$ cat config.mk
export PLATFORM = sky130hd
export DESIGN_NAME = ram_arbiter
export DESIGN_NICKNAME = d
export VERILOG_FILES = /design/src/rtl/ram_arbiter_pkg.sv /design/src/rtl/ram_arbiter_sel.sv /design/src/rtl/ram_arbiter.sv
export SDC_FILE = /design/constraint.sdc
export NUM_CORES = 1
export LEC_CHECK = 0
export BUFFER_PORTS_ARGS = -buffer_cell sky130_fd_sc_hd__buf_2
export CAP_MARGIN = 40
export CORE_ASPECT_RATIO = 1.2
export CORE_UTILIZATION = 37
export DETAILED_ROUTE_END_ITERATION = 16
export PLACE_DENSITY = 0.78
export SKIP_CTS_REPAIR_TIMING = 1
export SYNTH_ARGS = -nofsm -noshare
export SYNTH_HDL_FRONTEND = slang
export SYNTH_SLANG_ARGS = --single-unit
$ cat constraint.sdc
create_clock -name clk -period 1.65 [get_ports clk]
set_input_delay 0.0825 -clock clk [delete_from_list [all_inputs] [get_ports clk]]
set_output_delay 0.0825 -clock clk [all_outputs]
set_load 0.02 [all_outputs]
$ cat src/rtl/ram_arbiter_pkg.sv
// ram_arbiter_pkg: port ids, request bundle and bank helper
// shared by ram_arbiter and ram_arbiter_sel.
package ram_arbiter_pkg;

  localparam int PORT_CPU = 0;
  localparam int PORT_DMA = 1;
  localparam int ADDR_MAX = 32;

  typedef struct packed {
    logic                req;
    logic                we;
    logic [ADDR_MAX-1:0] addr;
    logic [7:0]          wdata;
  } port_req_t;

  // Even byte addresses live in bank 0, odd in bank 1.
  function automatic logic bank_of(
    input logic [ADDR_MAX-1:0] addr
  );
    return 1'(addr % 2);
  endfunction

endpackage

$ cat src/rtl/ram_arbiter_sel.sv
// ram_arbiter_sel: grant decision for the two requesters.
// RAM_ARBITER_RR_EN selects round-robin instead of starvation-guarded priority.
module ram_arbiter_sel
  import ram_arbiter_pkg::*;
#(
  parameter int MAX_WAIT = 8
) (
  input  logic clk,
  input  logic rst_n,
  input  logic req0,
  input  logic req1,
  output logic gnt0,
  output logic gnt1
);

  if (MAX_WAIT < 1 || MAX_WAIT > 255) begin : g_chk
    $error("MAX_WAIT out of range 1..255");
  end

`ifdef RAM_ARBITER_RR_EN

  logic last;

  always_ff @(posedge clk or negedge rst_n) begin
    if (!rst_n) begin
      last <= 1'(PORT_DMA);
    end else if (gnt0 || gnt1) begin
      last <= gnt1;
    end
  end

  // On conflict the port that did not win last time goes.
  always_comb begin
    gnt1 = rst_n && req1 && (!req0 || !last);
    gnt0 = rst_n && req0 && !gnt1;
  end

`else

  logic [7:0] wait_cnt;
  logic       starve;

  always_ff @(posedge clk or negedge rst_n) begin
    if (!rst_n) begin
      wait_cnt <= '0;
    end else if (!req1 || gnt1) begin
      wait_cnt <= '0;
    end else if (wait_cnt != 8'(MAX_WAIT)) begin
      wait_cnt <= wait_cnt + 8'd1;
    end
  end

  always_comb begin
    starve = req1 && (wait_cnt == 8'(MAX_WAIT));
    gnt1   = rst_n && req1 && (!req0 || starve);
    gnt0   = rst_n && req0 && !gnt1;
  end

`endif

endmodule

$ cat src/rtl/ram_arbiter.sv
// ram_arbiter: shares the two-bank byte RAM between CPU and DMA ports.
// Define RAM_ARBITER_RR_EN for round-robin arbitration.
module ram_arbiter
  import ram_arbiter_pkg::*;
#(
  parameter int ADDR_W   = 16,
  parameter int MAX_WAIT = 8
) (
  input  logic              clk,
  input  logic              rst_n,
  input  logic              m0_req,
  input  logic              m0_we,
  input  logic [ADDR_W-1:0] m0_addr,
  input  logic [7:0]        m0_wdata,
  output logic              m0_gnt,
  output logic              m0_rvalid,
  output logic [7:0]        m0_rdata,
  input  logic              m1_req,
  input  logic              m1_we,
  input  logic [ADDR_W-1:0] m1_addr,
  input  logic [7:0]        m1_wdata,
  output logic              m1_gnt,
  output logic              m1_rvalid,
  output logic [7:0]        m1_rdata,
  output logic [ADDR_W-2:0] ram_addr,
  output logic [7:0]        ram_wdata,
  output logic              ram_en0,
  output logic              ram_en1,
  output logic              ram_we0,
  output logic              ram_we1,
  input  logic [7:0]        ram_rdata0,
  input  logic [7:0]        ram_rdata1
);

  if (ADDR_W < 2 || ADDR_W > ADDR_MAX) begin : g_chk
    $error("ADDR_W out of range 2..32");
  end

  port_req_t  req [2];
  port_req_t  act;
  logic       sel_port;
  logic       any;
  logic       bank;
  logic [1:0] rvalid;
  logic       rbank;
  logic [7:0] bank_rdata;
  logic [7:0] hold0;
  logic [7:0] hold1;

  assign req[PORT_CPU] = '{m0_req, m0_we,
                           ADDR_MAX'(m0_addr), m0_wdata};
  assign req[PORT_DMA] = '{m1_req, m1_we,
                           ADDR_MAX'(m1_addr), m1_wdata};

  ram_arbiter_sel #(
    .MAX_WAIT(MAX_WAIT)
  ) u_sel (
    .clk  (clk),
    .rst_n(rst_n),
    .req0 (req[PORT_CPU].req),
    .req1 (req[PORT_DMA].req),
    .gnt0 (m0_gnt),
    .gnt1 (m1_gnt)
  );

  // With no grant the bus idles on the CPU port's address/data.
  assign sel_port = m1_gnt;
  assign act      = req[sel_port];

  always_comb begin
    any       = m0_gnt | m1_gnt;
    bank      = bank_of(act.addr);
    ram_en0   = any & ~bank;
    ram_en1   = any & bank;
    ram_we0   = ram_en0 & act.we;
    ram_we1   = ram_en1 & act.we;
    ram_addr  = act.addr[ADDR_W-1:1];
    ram_wdata = act.wdata;
  end

  // One grant per cycle, so one bank tag covers both ports.
  always_ff @(posedge clk or negedge rst_n) begin
    if (!rst_n) begin
      rvalid <= '0;
      rbank  <= 1'b0;
    end else begin
      rvalid[0] <= m0_gnt & ~m0_we;
      rvalid[1] <= m1_gnt & ~m1_we;
      if (any) begin
        rbank <= bank;
      end
    end
  end

  assign bank_rdata = rbank ? ram_rdata1 : ram_rdata0;

  always_ff @(posedge clk or negedge rst_n) begin
    if (!rst_n) begin
      hold0 <= '0;
      hold1 <= '0;
    end else begin
      if (rvalid[0]) begin
        hold0 <= bank_rdata;
      end
      if (rvalid[1]) begin
        hold1 <= bank_rdata;
      end
    end
  end

  assign m0_rvalid = rvalid[0];
  assign m1_rvalid = rvalid[1];
  assign m0_rdata  = rvalid[0] ? bank_rdata : hold0;
  assign m1_rdata  = rvalid[1] ? bank_rdata : hold1;

endmodule

* Yosys cells after proc, flatten, opt, wreduce, memory -nomap -nowiden
Index checks and enable logic that the tools add are counted.
W data, S select, Z words.
** Word-level totals
- Register bits after elaboration :: 27
- Bits of input ports :: 70
** Cells by class
- $add $sub $neg :: 1
- $lt $le $gt $ge :: 1
- Eq/ne operators :: 2
- Multiplexer cells :: 8
- Bitwise operators :: 11
- Reduce and logical (&&, ||, !) cells :: 11
** Operators by type and width (number)
- $mux W41 :: 3
- $mux W8 :: 5
- $add A8 B1 Y8 const B :: 1
- $eq A8 B4 Y1 const B :: 1
- $ne A8 B4 Y1 const B :: 1
- $and A1 B1 Y1 :: 6
- $logic_and A1 B1 Y1 :: 5
- $logic_not A1 Y1 :: 3
- $not A1 Y1 :: 3
- $ge A2 B2 Y1 const B :: 1
- $logic_or A1 B1 Y1 :: 2
- $not A1 Y2 :: 1
- $reduce_bool A2 Y1 :: 1
- $or A1 B1 Y1 :: 1

* Depth between registers and ports, before layout
- Word-level depth :: 11
- Depth in mapped cells :: 7
- Mapped depth without buffers :: 6

* By module
From an unflattened synthesis, not the netlist that was laid out.
** Unflattened totals
- Cell total of the unflattened synthesis :: 155
- Area total of the unflattened synthesis :: 1627.8 sq um
** Modules (own cells, without submodules)
- ram_arbiter :: instances 1, cells each 104, area each 1111.1 sq um
- ram_arbiter_sel :: instances 1, cells each 51, area each 516.7 sq um

* Worst setup path before layout
OpenSTA, ideal clock, no wires.
- Path type :: register to output
- Start point :: register u_sel.wait_cnt[0]
- End point :: output ram_addr[10]
- Arrival :: 1683 ps
- Required time :: 1567 ps
- Slack :: -115 ps
- Cell stages (with the launch flop) :: 8
- Buffers on the path :: 1
- Path through :: dfrtp_1 inv_1 ha_1 nor3b_2 a21oi_4 nor2_8 buf_12 mux2_4
** Between the ends
- Longest elaborated chain between the ends :: 8
** Ends and longest elaborated chain
- from (decl) :: line ram_arbiter_sel.sv:40 : logic [7:0] wait_cnt;
- from (signal assigned) :: line ram_arbiter_sel.sv:49 : wait_cnt <= wait_cnt + 8'd1;
- $eq A8 B4 Y1 :: line ram_arbiter_sel.sv:54 : starve = req1 && (wait_cnt == 8'(MAX_WAIT));
- $logic_and A1 B1 Y1 :: line ram_arbiter_sel.sv:54
- $logic_or A1 B1 Y1 :: line ram_arbiter_sel.sv:55 : gnt1 = rst_n && req1 && (!req0 || starve);
- $logic_and A1 B1 Y1 :: line ram_arbiter_sel.sv:55
- net m1_gnt :: line ram_arbiter.sv:22 : output logic m1_gnt,
- $not A1 Y2 (implied by the code) :: line ram_arbiter.sv:68 : assign act = req[sel_port];
- $mux W41 (implied by the code) (3 in a row) :: line ram_arbiter.sv:68
- to (decl) :: line ram_arbiter.sv:25 : output logic [ADDR_W-2:0] ram_addr,
The timed path passes the listed nets, and every way through them passes these cells. The select of a mux whose other input is x is not followed.

* Worst setup path in the final report
- Start point :: register u_sel.wait_cnt[0]
- End point :: output ram_wdata[3]
** Between the ends
- Longest elaborated chain between the ends :: 8
** Ends and longest elaborated chain
- $eq A8 B4 Y1 :: line ram_arbiter_sel.sv:54
- $logic_and A1 B1 Y1 :: line ram_arbiter_sel.sv:54
- $logic_or A1 B1 Y1 :: line ram_arbiter_sel.sv:55
- $logic_and A1 B1 Y1 :: line ram_arbiter_sel.sv:55
- $not A1 Y2 (implied by the code) :: line ram_arbiter.sv:68
- $mux W41 (implied by the code) (3 in a row) :: line ram_arbiter.sv:68
- to (decl) :: line ram_arbiter.sv:26 : output logic [7:0] ram_wdata,
No other way between the ends. The select of a mux whose other input is x is not followed.

==> results.cfg <==
[synthesis]
synth-xor-area-share_pct = 3.627
synth_seq_cells = 27
synth_top_area_cell = dfrtp_1
ys.flop_type = dfrtp_1
syn_nets = 232
syn_area_um2 = 1690
synthAdderAreaFrac_pct = 1.480
synthCells = 160
synthArstFlopShare_pct = 100.0
yosysSeqAreaShare_pct = 39.97
synth_cell_types = 30
synthTopCellsByArea = dfrtp_1 40%, mux2_4 15%, nor2_1 6.2%, a21oi_1 5.9%, mux2i_1 5.3%
synth_compound_area_share_pct = 9.771
synth_simple_gate_area_share_pct = 15.25
synth-edff-count = 0
synth_warnings = 0
synth_top_family_by_area = multiplexers
muxShareOfSynthArea_pct = 24.43
avgSynthCellArea_um2 = 10.56
synth_top_area_share_pct = 39.97

[die]
die_area_um2 = 4844
start_util_pct = 39.07
core_um2 = 4327
die_h_um = 76.04
fp-row-count = 26
io_pins = 117
fp.dieW_um = 63.70

[clocking]
htreeDepth = 1
clk_latency_ps = 260
tritoncts = yes
clock_path_buffers = 2
clkTransAtPathRegs_ps = 90
cts_buffers = 3
cts.sinks = 27
ctsRootBufferMaster = clkbuf_8

[drt]
drcViolationCount = 0
ant_nets = 0
drt-wirelength-per-cell_um = 13.07
via_count = 1664
first_iter_violations = 79
routed_wl_mm = 4.574
dr.pass1.iters = 4
vias_per_cell = 4.754

[setup_path]
reg2reg_slack_ps = 40
required_ps = 1570
r2r_cells = 9
path_max_fanout = 9
cp-start-kind = register
crit_path_end_kind = primary output
arrival_ps = 2000
worstSetupPathType = register to primary output

[placement]
post_dp_cell_area_um2 = 2415
place_congestion = 0.8773
pre_cts_ws_ps = -118.3
dp_hpwl_mm = 3.542
io_buffer_count = 116

[timing]
final-hold-violation-count = 0
post-route-min-period_ps = 2079
fin_tns_setup_ps = -10720
worst_pin_slew_ps = 319.0
post-route-period-util_pct = 126.0
finalSetupViolCount = 29
maxSlewViolCount = 0
rsz0062_at_grt = yes
layout_setup_ws_ps = -428.7
max_slew_margin_pct = 78.64
fmax_ghz = 0.4811
clock_skew_ps = 5.082

[pwr]
p_total_mw = 1.915
leakage_nw = 1.390
peakVddDrop_v = 0.0003572
power_density_nw_per_um2 = 719.7

[global_route]
grt_pass1_wl_mm = 6.962
grt_max_degree = 34
grt-ovfl-total = 0
track_usage_pct = 17.79
first_global_vias = 1526
antenna_found_initial = 0

[cells_and_area]
diodes = 0
final_core_util_pct = 61.48
nFillCells = 361
nets = 367
syn2layout_area_growth_pct = 57.36
postLayoutCellArea_um2 = 2660
drive_above_1_share_pct = 60.54

[status]
status = complete, but fails checks
violations = negative setup slack

[run]
cap_viol_max_count = 0

[worst_hold_path]
whs_path_depth = 2
hp-class = input port to register
worst paths after layout:
check	from	endpoint
setup / recovery	u_sel.wait_cnt[0]$_DFFE_PN0P_	ram_wdata[3]
setup reg to reg	u_sel.wait_cnt[0]$_DFFE_PN0P_	u_sel.wait_cnt[4]$_DFFE_PN0P_
min in group asynchronous	rst_n	hold0[3]$_DFF_PN0_
hold / removal	m1_we	rvalid[1]$_DFF_PN0_
max in group asynchronous	rst_n	rvalid[1]$_DFF_PN0_
hold reg to reg	hold0[4]$_DFF_PN0_	hold0[4]$_DFF_PN0_
routing by layer:
metal | track usage, % | share of wire [%] | vias to the layer above
li1 | - | - | 820
met1 | 23.64 | 41 | 776
met2 | 30.74 | 53 | 66
met3 | 1.796 | 5.4 | 2
met4 | 4.091 | 0.42 | 0
met5 | 0 | 0 | -
cell type report:
| cell class | instances | area, µm² | area share (%) |
|---|---|---|---|
| Timing Repair Buffer | 139 | 889.6 | 33.44 |
| Multi-Input combinational cell | 118 | 953.4 | 35.84 |
| Inverter | 6 | 22.52 | 0.8467 |
| Tap cell | 56 | 70.07 | 2.634 |
| Clock buffer | 4 | 45.04 | 1.693 |
| Sequential cell | 27 | 679.4 | 25.54 |
cells by family (layout without fill, tap and decap cells):
family | count (synthesis) | count (layout)
simple gates | 50 | 50
compound gates | 27 | 27
flops | 27 | 27
buf+inv | 15 | 149
fa+ha+maj | 2 | 2
xor+xnor | 7 | 7
mux | 32 | 32
power by group:
part / switching (mW) / internal, mW
combinational: 0.416 / 0.346
sequential: 0.0444 / 0.753
clock: 0.183 / 0.172
total: 0.643 / 1.27
cells in the final DEF, fill, tap and decap left out, types with 2 or more instances in the layout:
cell type / instances
inv_1: 4
mux2_4: 17
xor2_1: 5
nor3_1: 2
inv_2: 2
dfrtp_2: 3
mux2i_1: 8
buf_2: 103
buf_6: 15
buf_12: 2
nor2_1: 27
nand3_1: 6
mux2_2: 6
buf_4: 16
a21oi_1: 20
dlygate4sd3_1: 2
and3_1: 2
dfrtp_1: 24
xnor2_1: 2
nand2_1: 5
clkbuf_8: 3
synthesized netlist by cell type, types with 3 or more instances:
| cell type | instances |
|---|---|
| nand3_1 | 6 |
| mux2i_1 | 9 |
| nor2_1 | 28 |
| nand2_1 | 5 |
| dfrtp_1 | 27 |
| clkbuf_1 | 6 |
| mux2_2 | 6 |
| xor2_1 | 5 |
| nor3_1 | 3 |
| mux2_4 | 17 |
| a21oi_1 | 20 |
| inv_1 | 6 |
metrics by stage:
step | hold slack [ps] | cells
floorplan | -213.1 | 160
global placement | 147.9 | 338
detailed placement | 154.4 | 338
CTS | -133.1 | 342
global route | 22.71 | 350
finish | 25.78 | 350
registers in the layout (all words and copies together) (netlist names):
register        flops
u_sel.wait_cnt      8
hold0               8
rbank               1
hold1               8
rvalid              2
critical path, cell delays in order (launching register included):
cell and delay (ps):
dfrtp_1 400, inv_2 80, ha_4 110, nor3b_4 220, a21oi_4 110, nor2_8 160, buf_12 150, mux2_2 330
buf_2 160
Note: power is estimated with default switching activity, not from simulation.
